**src/rtl/speaker_i2s_tx.sv**
```systemverilog
// Stereo I2S-style transmitter: derives MCLK/SCK/LRCK from one free-running counter and
// shifts a 32-slot frame MSB first. Define SPEAKER_I2S_DELAY_EN for Philips one-slot-delay format.
module speaker_i2s_tx #(
  parameter int unsigned MCLK_LOG2 = 2,
  parameter int unsigned SCK_LOG2  = 4,
  parameter int unsigned LRCK_LOG2 = 9
) (
  input  logic        clk,
  input  logic        rst_n,
  input  logic [15:0] audio_left,
  input  logic [15:0] audio_right,
  input  logic        sample_valid,
  output logic        sample_ready,
  input  logic        mute,
  output logic        mclk,
  output logic        sck,
  output logic        lrck,
  output logic        sdin,
  output logic        underrun
);

  localparam int unsigned CNT_W  = LRCK_LOG2;
  localparam int unsigned SLOT_W = 5;
  localparam int unsigned DATA_W = 32;

  logic [CNT_W-1:0]  cnt;
  logic [DATA_W-1:0] shadow;
  logic [DATA_W-1:0] shadow_nxt;
  logic [SLOT_W-1:0] slot;
  logic [SLOT_W-1:0] slot_nxt;
  logic              slot_end;
  logic              frame_end;
  logic              sdin_nxt;

  // Clock outputs are plain counter bits, so they cannot glitch.
  assign mclk = cnt[MCLK_LOG2-1];
  assign sck  = cnt[SCK_LOG2-1];
  assign lrck = cnt[LRCK_LOG2-1];

  assign frame_end    = &cnt;
  assign sample_ready = frame_end;
  assign slot_end     = &cnt[SCK_LOG2-1:0];
  assign slot         = SLOT_W'(cnt >> SCK_LOG2);
  assign slot_nxt     = slot + SLOT_W'(1);

  // Shadow takes the new pair on transfer; otherwise the old frame repeats.
  always_comb begin
    shadow_nxt = shadow;
    if (frame_end && sample_valid) begin
      shadow_nxt = mute ? '0 : {audio_left, audio_right};
    end
  end

`ifdef SPEAKER_I2S_DELAY_EN
  logic prev_r0;
  logic prev_r0_nxt;

  assign prev_r0_nxt = frame_end ? shadow[0] : prev_r0;

  // Slot 0 carries the last bit of the outgoing right word; the rest shift by one slot.
  always_comb begin
    sdin_nxt = sdin;
    if (slot_end) begin
      if (slot_nxt == '0) sdin_nxt = prev_r0_nxt;
      else                sdin_nxt = shadow_nxt[SLOT_W'(0) - slot_nxt];
    end
  end

  always_ff @(posedge clk or negedge rst_n) begin
    if (!rst_n) prev_r0 <= 1'b0;
    else        prev_r0 <= prev_r0_nxt;
  end
`else
  // Left-justified: slot k carries shadow bit 31-k.
  always_comb begin
    sdin_nxt = sdin;
    if (slot_end) begin
      sdin_nxt = shadow_nxt[SLOT_W'(31) - slot_nxt];
    end
  end
`endif

  always_ff @(posedge clk or negedge rst_n) begin
    if (!rst_n) begin
      cnt      <= '0;
      shadow   <= '0;
      sdin     <= 1'b0;
      underrun <= 1'b0;
    end else begin
      cnt      <= cnt + CNT_W'(1);
      shadow   <= shadow_nxt;
      sdin     <= sdin_nxt;
      underrun <= frame_end & ~sample_valid;
    end
  end

endmodule

```
**config.mk**
```make
export PLATFORM = sky130hd
export DESIGN_NAME = speaker_i2s_tx
export DESIGN_NICKNAME = d
export VERILOG_FILES = /design/src/rtl/speaker_i2s_tx.sv
export SDC_FILE = /design/constraint.sdc
export NUM_CORES = 1
export LEC_CHECK = 0
export BUFFER_PORTS_ARGS = -buffer_cell sky130_fd_sc_hd__buf_2
export CAP_MARGIN = 5
export CORE_MARGIN = 3
export CORE_UTILIZATION = 56
export DETAILED_ROUTE_END_ITERATION = 10
export GPL_TIMING_DRIVEN = 1
export PLACE_DENSITY_LB_ADDON = 0.15
export SLEW_MARGIN = 25
export SYNTH_ARGS = -nofsm -noshare
export SYNTH_HDL_FRONTEND = slang
export SYNTH_SLANG_ARGS = --single-unit
```
**constraint.sdc**
```tcl
create_clock -name clk -period 3.03 [get_ports clk]
set_input_delay 0.4545 -clock clk [delete_from_list [all_inputs] [get_ports clk]]
set_output_delay 0.4545 -clock clk [all_outputs]
set_load 0.03 [all_outputs]
```
# Word-level counts from Yosys, hierarchy flattened
# Index checks and enable logic that the tools add are counted.
[word_totals]
ff_bits = 43
output_inout_bits = 6
[classes]
addsub = 3
order_cmp = 1
muxes = 4
bitwise = 2
reduce_logical = 3
[ops]
columns = ["operator", "count"]
rows = [
  ["$mux 32", 2],
  ["$add 9x1->9 const B", 1],
  ["$reduce_and 9->1", 1],
  ["$lt 5x6->1 const B", 1],
  ["$add 5x1->5 const B", 1],
  ["$bmux 1 s5", 1],
  ["$sub 5x5->5 const A", 1],
  ["$reduce_and 4->1", 1],
  ["$and 1x1->1", 1],
  ["$logic_and 1x1->1", 1],
  ["$mux 1", 1],
  ["$not 1->1", 1],
]

# Depth between registers and ports, before layout
# Gate-level depths: netlist of run 1.
[logic_depth]
depth_word = 5
mapped_depth = 13
mapped_depth_nobuf = 11

# Least setup slack after synthesis of run 1
# No wires, ideal clock.
[synth_timing]
path_kind = "register -> register"
start = "register cnt[1]"
end = "register sdin"
setup_ns = 0.124
t_arrival_ns = 3.138
t_required_ns = 2.906
path_slack_ns = -0.232
stages_incl_launch_ff = 14
n_path_buf = 2
synth_period_minus_slack_ns = 3.262
path_cell_list = "dfrtp_1 -> ha_1 -> and3_1 -> clkbuf_1 -> nand2_1 -> nor2_1 -> ha_1 -> and2_1 -> buf_4 -> mux4_2 -> a2bb2oi_2 -> o221ai_2 -> a22o_1 -> a211o_1"
[synth_via]
elab_chain_cells = 5
[synth_lines]
columns = ["element", "line_no", "text"]
rows = [
  ["start: declaration", "26", "logic [CNT_W-1:0] cnt;"],
  ["start signal: assignment", "90", "cnt <= cnt + CNT_W'(1);"],
  ["$reduce_and 9->1", "40", "assign frame_end = &cnt;"],
  ["named net sample_ready", "13", "output logic sample_ready,"],
  ["$logic_and 1x1->1", "49", "if (frame_end && sample_valid) begin"],
  ["$mux 32", "49", ""],
  ["$bmux 1 s5", "78", "sdin_nxt = shadow_nxt[SLOT_W'(31) - slot_nxt];"],
  ["$mux 1 (not written as such)", "78", ""],
  ["end signal: assignment", "92", "sdin <= sdin_nxt;"],
  ["end: declaration", "18", "output logic sdin,"],
]
# The timed path passes the listed nets, and every way through them passes these cells. The select of a mux whose other input is x is not followed.
# A chain may end at the register's enable or synchronous reset.

# Final worst setup path of run 1
[layout_timing]
start = "register cnt[0]"
end = "register sdin"
[layout_via]
elab_chain_cells = 5
[layout_lines]
columns = ["element", "line_no"]
rows = [
  ["$reduce_and 9->1", "40"],
  ["$logic_and 1x1->1", "49"],
  ["$mux 32", "49"],
  ["$bmux 1 s5", "78"],
  ["$mux 1 (not written as such)", "78"],
]
# Parallel ways exist; a longest one is shown, timed or not. The select of a mux whose other input is x is not followed.

==> impl_results.md, run 1 <==
- Status: complete, no violations
- Most used DFF post-synth: dfrtp_1
- Antenna-violating nets left: 0
- Worst R2R Start: cnt[0]$_DFF_PN0_
- CTS tree: yes
- Setup violators final: 0
- Pwr Total: 1.094 mW
- Drt wl/cell: 13.83 um
- Mapped Cells: 251
- Area growth syn-to-layout: 13.67%
- Pwr dens: between 300 and 400 nW/um^2
- Final Wtd Congestion: 0.8574
- Vias per cell: 5.210
- Ys Warns: 0
- Io pins: 42
- IO buf count: 41
- Max-slew violations: 0
- Layout Utilization: 68.58%
- Unrepaired setup endpoints after global routing: no
- Register bit total from synthesis: 43
- Startpoint class of the critical path: flip-flop
- Worst vdd ir: 0.3703 mV
- CP Capture Point: sdin$_DFFE_PN0N_
- Fmax: 358.8 MHz
- Remaining Overflow, GRT: 0
- Core footprint: 4173 um^2
- Worst slew margin: around 64%
- Setup slack at placement: 225.4 ps
- Mapped Nets: 291
- Max clock buf depth: 2
- Htree depth: 2
- Largest net degree at the start of global routing: 49
- Worst-Margin Slew: between 500 and 600 ps
- Die area: between 5000 and 6000 um^2
- Skew-Pair Late Insertion Delay: 300 ps
- Total routed wirelength: 4675 um
- DRT Pass-1 Iters: 4
- Setup slack after layout: 242.8 ps
- Fraction of final layout cells sized beyond drive strength 1: 24.65%
- Die width: 73.05 um
- RR Endpoint: sdin$_DFFE_PN0N_
- FP Rows: 23
- CTS root buffer: clkbuf_8
- Part of the cycle the worst path needs: a little over 90%
- Crit path DAT: 2980 ps
- Number of failing hold endpoints at the final stage: 0
- Post-synth ARST share: 100.0%
- Unique masters post-synth: 36
- Initial antenna violation count: 0
- Setup CP Type: reg2reg
- Maxcap violations: 0
- Reg2reg path depth: 12
- Hpwl dp: 3319 um
- Worst clock skew: 7.273 ps
- Mean Syn Cell Area: 10.03 um^2
- Starting Density: 60.33%
- Cell taking the most area after synthesis: dfrtp_1
- Clk sinks: 43
- DR iter-0 viols: 89
- CP startpoint: cnt[0]$_DFF_PN0_
- R2r setup slk: roughly 240 ps
- Setup_tns: 0 ps
- Nets: 327
- Num CTS Buffers: 5
- # diodes: 0
- HP Class: in2async
- Synth area leaders: dfrtp_1 43%, mux4_2 7.2%, nand2b_1 7.0%
- Crit. End Element: flip-flop
- Die H: 73.05 um
- DR vias: 1761
- Worst-path clk slew: ~80 ps
- Vias in the first global route: 1684
- Post-Syn Area: 2517 um^2
- Period minus WS final: 2787 ps
- DRC violations left: 0
- Req. time, crit path: 3220 ps
- Leak pwr: around 1.3 nW
- Top cell type's share of synthesized area: 42.74%
- Post-synth EDFFs: 0
- GRT Overall Usage: ~20%
- Sequential-to-total area share from yosys stat: a little over two fifths
- First-pass GRT wire length: 8017 um
- Max Fanout on Critical Path: 21
-- state kept, by name (all words and copies together) (netlist names) --
signal	cells
sdin	1
cnt	9
underrun	1
shadow	32
-- power by group --
group          leakage [nW]  switching (mW)  internal, mW
clock network        0.0612           0.195         0.267
logic                 0.670          0.0309        0.0287
registers             0.559               0         0.573
total                  1.29           0.225         0.869
-- layout by cell type, fill, tap and decap left out, types with 2 or more instances in the layout --
cell / instances
mux2_2: 4
nand3_1: 2
o21ai_0: 28
dfrtp_1: 42
nor2b_1: 4
nand2_1: 33
buf_4: 4
xor2_1: 5
mux2i_1: 4
mux4_2: 8
xnor2_1: 4
inv_1: 33
ha_1: 3
a211oi_1: 2
mux4_1: 5
nand4b_1: 4
clkbuf_8: 6
nand2b_1: 28
nor2_1: 7
nor3b_1: 2
and3_1: 2
buf_2: 40
and2_1: 2
-- final cells by class --
class | instances | area, um^2
multi-input combinational | 159 | 1239
timing repair buffer | 45 | 241.5
sequential | 43 | 1077
inverter | 33 | 123.9
clock buffer | 6 | 82.58
fill | 339 | 1311
tap | 50 | 62.56
clock inverter | 2 | 35.03
-- stage by stage --
| stage | hold WS, ps | std cells | instance area [um^2] |
|---|---|---|---|
| 5_1_grt | 168.1 | 338 | 2861 |
| 3_3_place_gp | 424.4 | 330 | 2738 |
| 2_1_floorplan | 158.9 | 251 | 2531 |
| 4_1_cts | 330.7 | 338 | 2855 |
| 3_5_place_dp | 439.8 | 330 | 2738 |
| 6_report | 142.1 | 338 | 2861 |
-- critical path, stage by stage, from the launching register on --
cell	delay, ps
dfrtp_1	370
ha_1	180
and3_1	200
nand2_1	100
nor2_1	180
ha_4	200
and2_1	140
buf_6	200
mux4_2	330
a2bb2oi_2	170
o221ai_2	100
a22o_1	220
a211o_1	290
-- worst min path at each step --
| stage | startpoint | to | depth (start not counted) |
|---|---|---|---|
| final | rst_n | sdin$_DFFE_PN0N_ | 1 |
| after global routing | rst_n | shadow[25]$_DFF_PN0_ | 1 |
| after CTS | rst_n | cnt[8]$_DFF_PN0_ | 1 |
| after detailed placement | cnt[0]$_DFF_PN0_ | cnt[0]$_DFF_PN0_ | 1 |
| after global placement | cnt[0]$_DFF_PN0_ | cnt[0]$_DFF_PN0_ | 1 |
| after floorplan | rst_n | cnt[0]$_DFF_PN0_ | 0 |
-- per-layer routing --
metal | up-vias | wire length (um) | GRT usage [%]
li1 | 904 | - | -
met1 | 811 | 2309 | 28.74
met2 | 40 | 2072 | 28.80
met3 | 6 | 231 | 4.821
met4 | 0 | 62 | 6.148
met5 | - | 0 | 0
-- cells by family after synthesis --
logic type / Yosys count / share of synthesized area, %
mux: 21 / 15.76
xor+xnor: 10 / 3.777
flops: 43 / 42.74
simple gates: 87 / 18.24
fa+ha+maj: 4 / 1.988
buf+inv: 49 / 8.548
compound gates: 37 / 8.946
-- what timing repair did --
item,4_1_cts,5_1_grt
endpoints found under the setup margin,0,1
hold buffers,0,0
setup buffers,0,0
gates resized for setup,0,1
-- cell usage after synthesis (all sizes together) (2+ instances only) --
cell     n
ha       4
clkbuf   8
nand2b  28
xnor2    4
nor2b    4
dfrtp   43
mux2     4
buf      8
nand3    3
and3     2
mux2i    4
mux4    13
nor3b    2
inv     33
o21ai   28
o221ai   2
xor2     6
and2     2
nand2   33
nor2     7
a211oi   2
nand4b   4
Power figures use the tool's default switching activity.
==> inputs of run 2 (changes only) <==
--- a/config.mk
+++ b/config.mk
@@ -8,7 +8,7 @@
 export BUFFER_PORTS_ARGS = -buffer_cell sky130_fd_sc_hd__buf_2
 export CAP_MARGIN = 5
 export CORE_MARGIN = 3
-export CORE_UTILIZATION = 56
+export CORE_UTILIZATION = 60
 export DETAILED_ROUTE_END_ITERATION = 10
 export GPL_TIMING_DRIVEN = 1
 export PLACE_DENSITY_LB_ADDON = 0.15
==> constraint.sdc (replaced) <==
create_clock -name clk -period 3.5 [get_ports clk]
set_input_delay 0.525 -clock clk [delete_from_list [all_inputs] [get_ports clk]]
set_output_delay 0.525 -clock clk [all_outputs]
set_load 0.03 [all_outputs]
==> impl_results.md, run 2 (synthesis gave the netlist of run 1 again) <==
- Status: complete, no violations
- Slowest cell delay on critical path: 360 ps
- Total routed wirelength: ~4700 um
- Worst R2R Start: cnt[1]$_DFF_PN0_
- Core footprint: 3854 um^2
- Period minus WS final: 2970 ps
- Setup slack after layout: 529.9 ps
- Maxcap violations: 0
- Worst slew margin: between 60% and 70%
- Nets: 328
- Most common cell after layout, fill and taps aside: dfrtp_1
- # diodes: 0
- Most frequent cells in the layout: 43 x dfrtp_1, 40 x buf_2, 33 x nand2_1, 33 x inv_1
- Filler instances: 273
- Fmax: 336.7 MHz
- Worst-path clk slew: 80 ps
- RR Endpoint: sdin$_DFFE_PN0N_
- Setup_tns: 0 ps
- CP startpoint: cnt[1]$_DFF_PN0_
- CP max stage cell: dfrtp_1
- Worst-Margin Slew: 524.6 ps
- Remaining Overflow, GRT: 0
- Number of flip-flops in the largest register: 32
- CTS root buffer: clkbuf_8
- First-pass GRT wire length: 8383 um
- Area growth syn-to-layout: 13.77%
- Setup violators final: 0
- Io pins: 42
- DRC violations left: 0
- GRT Overall Usage: about a fifth
- Hold_buf cts: 0
- Final Wtd Congestion: 0.8349
- Max clock buf depth: 2
- Crit path DAT: 3150 ps
- HP Class: in2async
- Initial antenna violation count: 0
- Vias per cell: 5.315
- Hpwl dp: roughly 3500 um
- Unrepaired setup endpoints after global routing: no
- DRT Pass-1 Iters: 4
- Startpoint class of the critical path: flip-flop
- Max Fanout on Critical Path: 8
- Top reg by flops: shadow
- Die H: just over 70 um
- Critical path cell sequence: ha_1 > and3_1 > nand2_1 > nor2_1 > ha_1 > and2_1 > buf_4 > mux4_2 > nor2_1 > o311ai_0 > a21oi_1 > a211o_1
- Clk sinks: 43
- FP Rows: 22
- Antenna-violating nets left: 0
- Post-CTS resize count: 0
- Die area: 5009 um^2
- Crit. End Element: flip-flop
- Hold WS: about 210 ps
- Setup slack at placement: 549.2 ps
- CTS tree: yes
- Fraction of final layout cells sized beyond drive strength 1: 23.88%
- Setup CP Type: reg2reg
- Pwr Total: 0.9983 mW
- Fin cells: 337
- Worst clock skew: 6.071 ps
- Starting Density: 65.32%
- Part of the cycle the worst path needs: 84.86%
- Reg2reg path depth: 12
- Number of failing hold endpoints at the final stage: 0
- Pwr dens: approximately 350 nW/um^2
- Leak pwr: 1.304 nW
- Vias in the first global route: between 1500 and 2000
- Drt wl/cell: between 10 and 15 um
- Post-CTS Setup Repair Bufs: 0
- DR vias: around 1800
- Max-slew violations: 0
- Num CTS Buffers: 5
- IO buf count: between 40 and 50
- DR iter-0 viols: 100
- Skew-Pair Late Insertion Delay: 290 ps
- Largest net degree at the start of global routing: 49
- Die width: between 70 and 80 um
- Placed Cells: roughly 330
- Htree depth: 2
- R2r setup slk: 530 ps
- Worst vdd ir: 0.2525 mV
- Largest regs: shadow (32), cnt (9)
- Req. time, crit path: 3680 ps
run 2: changes by cell type in the layout (fill, tap and decap cells not counted), sizes merged:
| cell | previous run | this run |
|---|---|---|
| buf | 45 | 46 |
| bufinv | 1 | 2 |
| clkinv | 1 | 0 |
run 2: routing by layer:
metal | wire length [um] | GRT usage [%]
met1 | 2216 | 29.54
met2 | 2219 | 33.16
met3 | 260 | 4.972
met4 | 38 | 5.010
met5 | 0 | 0
run 2: final cells by class:
type | count | area, um^2 | share of cell area (%)
multi-input cells | 159 | 1226 | 42.81
flip-flops and latches | 43 | 1076 | 37.57
repair buffers | 46 | 245.2 | 8.563
inverters | 33 | 123.9 | 4.325
clock buffers | 6 | 72.57 | 2.534
clock inverters | 2 | 60.06 | 2.097
well taps | 48 | 60.06 | 2.097
run 2: worst max-delay path: cells and delay by family, from the launching register on:
family                     cells  cell delay [ps]
and+or+nand+nor                5              890
AOI/OAI and AO/OA              3              750
adders and majority gates      2              460
DFF                            1              360
buffers and inverters          1              210
muxes                          1              180
run 2: per-stage QoR:
step	area (um^2)	util [%]
floorplan	2517	-
global placement	2729	70.81
detailed placement	2729	70.81
CTS	2861	74.25
global route	2864	74.32
finish	2864	74.32
run 2: where the power goes:
group | total [mW] | switching, mW | internal [mW] | leakage (nW)
registers | 0.496 | 0 | 0.496 | 0.560
logic | 0.0520 | 0.0271 | 0.0249 | 0.678
clock network | 0.450 | 0.165 | 0.285 | 0.0654
total | 0.998 | 0.192 | 0.806 | 1.30
run 2: how the worst max path moves through the flow:
stage,end,cells past startpoint
5_1_grt,sdin$_DFFE_PN0N_,12
3_5_place_dp,sdin$_DFFE_PN0N_,12
2_1_floorplan,sdin$_DFFE_PN0N_,13
3_3_place_gp,sdin$_DFFE_PN0N_,12
6_report,sdin$_DFFE_PN0N_,12
4_1_cts,sdin$_DFFE_PN0N_,12
==> inputs of run 3 (changes only) <==
--- a/config.mk
+++ b/config.mk
@@ -5,10 +5,11 @@
 export SDC_FILE = /design/constraint.sdc
 export NUM_CORES = 1
 export LEC_CHECK = 0
+export ABC_AREA = 1
 export BUFFER_PORTS_ARGS = -buffer_cell sky130_fd_sc_hd__buf_2
 export CAP_MARGIN = 5
 export CORE_MARGIN = 3
-export CORE_UTILIZATION = 60
+export CORE_UTILIZATION = 49
 export DETAILED_ROUTE_END_ITERATION = 10
 export GPL_TIMING_DRIVEN = 1
 export PLACE_DENSITY_LB_ADDON = 0.15
==> constraint.sdc (replaced) <==
create_clock -name clk -period 2.7 [get_ports clk]
set_input_delay 0.405 -clock clk [delete_from_list [all_inputs] [get_ports clk]]
set_output_delay 0.405 -clock clk [all_outputs]
set_load 0.03 [all_outputs]
==> impl_results.md, run 3 <==
- Mapped Cells: around 260
- Nets: 342
- Top cell type's share of synthesized area: 49.28%
- Max-slew violations: 0
- Die H: 72.75 um
- Final Instance Area: 2494 um^2
- RR Endpoint: sdin$_DFFE_PN0N_
- GRT Overall Usage: 20.85%
- Hpwl dp: 3450 um
- Vias per cell: 5.381
- Post-synth EDFFs: 0
- Max clock buf depth: 2
- Fmax: 417.7 MHz
- CTS root buffer: clkbuf_8
- Htree depth: 2
- Unrepaired setup endpoints after global routing: no
- Req. time, crit path: ~2900 ps
- Vias in the first global route: 1876
- Worst clock skew: 12.23 ps
- Crit path DAT: 2620 ps
- HP Class: in2async
- Layout Utilization: 60.18%
- Post-synth ARST share: between 90% and 100%
- Mean Syn Cell Area: 8.270 um^2
- Worst slew margin: 63.36%
- Status: complete, no violations
- Most common cell after layout, fill and taps aside: nand3_1
- Setup_tns: 0 ps
- Die area: 5293 um^2
- Startpoint class of the critical path: flip-flop
- Initial antenna violation count: 0
- Mapped Nets: 304
- Drt wl/cell: between 10 and 15 um
- Most used DFF post-synth: dfrtp_1
- Starting Density: between 50% and 60%
- Dpl cell area: 2389 um^2
- Hold_buf cts: 0
- CP bufs+invs: 2
- Cell family with most CP delay: simple AND/OR/NAND/NOR gates
- Synth area leaders: dfrtp_1 49%, nand3_1 20%, nand2_1 13%
- DRT Pass-1 Iters: 5
- Area growth syn-to-layout: 14.21%
- Sequential-to-total area share from yosys stat: 49.28%
- Skew-Pair Late Insertion Delay: 290 ps
- Most common cell in the synthesized netlist: nand3_1
- Worst-path clk slew: 90 ps
- Most instantiated cells after synthesis: 88 x nand3_1, 75 x nand2_1, 43 x dfrtp_1
- Fraction of final layout cells sized beyond drive strength 1: 19.54%
- Largest regs: shadow (32), cnt (9)
- Post-CTS Setup Repair Bufs: 0
- Cell taking the most area after synthesis: dfrtp_1
- CP startpoint: cnt[1]$_DFF_PN0_
- Final Wtd Congestion: ~0.75
- IO buf count: 41
- DRC violations left: 0
- Max Fanout on Critical Path: 31
- Antenna-violating nets left: 0
- Largest net degree at the start of global routing: 44
- Setup CP Type: reg2reg
- Setup violators final: 0
- Maxcap violations: 0
- Pwr Total: 1.175 mW
- DR vias: approximately 1900
- Post-CTS resize count: 0
- Register bit total from synthesis: 43
- Top cell by count, worst path: nand3_1
- Pwr dens: 471.1 nW/um^2
- Core footprint: 4144 um^2
- Slowest cell delay on critical path: 370 ps
- Period minus WS final: 2394 ps
- Number of flip-flops in the largest register: 32
- Num CTS Buffers: 5
- CP max stage cell: dfrtp_1
- Worst vdd ir: between 0.3 and 0.4 mV
- Clk sinks: between 40 and 50
- Io pins: between 40 and 50
- CTS tree: yes
- # diodes: 0
- Remaining Overflow, GRT: 0
- Reg2reg path depth: 16
- Critical path cell sequence: ha_1 > nand3_1 > inv_1 > nand2_1 > nor2_1 > ha_1 > nand2_2 > inv_4 > nand3_1 > nand3_1 > nand3_1 > nand3_1 > nand3_1 > nand3_1 > nand3_1 > nand2_1
- Die width: 72.75 um
- Ys Warns: 0
- Part of the cycle the worst path needs: 88.67%
- Worst-Margin Slew: 549.5 ps
- Total routed wirelength: 5020 um
- Unique masters post-synth: 18
- R2r setup slk: 310 ps
- Top reg by flops: shadow
- Crit. End Element: flip-flop
- Leak pwr: 1.417 nW
- DR iter-0 viols: 115
- Number of failing hold endpoints at the final stage: 0
- Post-Syn Area: 2183 um^2
- Most frequent cells in the layout: 88 x nand3_1, 75 x nand2_1, 43 x dfrtp_1, 40 x buf_2, 15 x inv_1
- FP Rows: 23
- Worst R2R Start: cnt[1]$_DFF_PN0_
- First-pass GRT wire length: between 8000 and 9000 um
run 3: how the worst max path moves through the flow:
stage / depth (start not counted) / slack [ps] / endpoint
finish: 16 / 310 / sdin$_DFFE_PN0N_
detailed placement: 16 / 300 / sdin$_DFFE_PN0N_
global route: 16 / 30 / sdin$_DFFE_PN0N_
global placement: 16 / 390 / sdin$_DFFE_PN0N_
floorplan: 16 / 180 / sdin$_DFFE_PN0N_
CTS: 16 / 280 / sdin$_DFFE_PN0N_
run 3: cell type report:
class	instances	area, um^2
clock inverter	1	30.03
sequential	43	1076
tap	50	62.56
fill	398	1650
clock buffer	6	72.57
multi-input combinational	191	947.2
inverter	18	70.07
timing repair buffer	43	235.2
run 3: logic make-up (layout without fill, tap and decap cells):
group                      count (synthesis)  after routing  share of synthesized area, %
adders and majority gates                  4              4                         2.292
DFF                                       43             43                         49.28
AOI/OAI and AO/OA                          1              1                        0.2290
and+or+nand+nor                          178            178                         37.31
xor gates and xnor gates                   8              8                         3.553
buffers and inverters                     30             68                         7.335
run 3: stage by stage:
| stage | hold slack, ps | setup WS [ps] | std cells |
|---|---|---|---|
| after floorplan | 109.4 | 183.4 | 264 |
| after global placement | 431.7 | 388.2 | 345 |
| after detailed placement | 441.9 | 299.6 | 345 |
| after CTS | 298.5 | 284.7 | 352 |
| after global routing | 131.7 | 30.10 | 352 |
| final | 87.36 | 305.8 | 352 |
run 3: worst register-to-register path: stages (launching register included):
cell     delay [ps]
dfrtp_1         370
ha_1            190
nand3_1         140
inv_1           100
nand2_1          80
nor2_1          100
ha_1            230
nand2_2         120
inv_4           270
nand3_1         160
nand3_1         110
nand3_1          90
nand3_1         100
nand3_1          80
nand3_1          90
nand3_1          70
nand2_1          50
run 3: where the power goes:
part	switching, mW	leakage (nW)	internal [mW]
logic	0.0312	0.780	0.0200
clock network	0.209	0.0513	0.271
registers	0	0.587	0.643
run 3: metal layers:
metal	GRT usage [%]	wire, um	up-vias
li1	-	-	940
met1	29.65	2390	897
met2	32.87	2350	53
met3	4.132	246	4
met4	5.123	32	0
met5	0	0	-
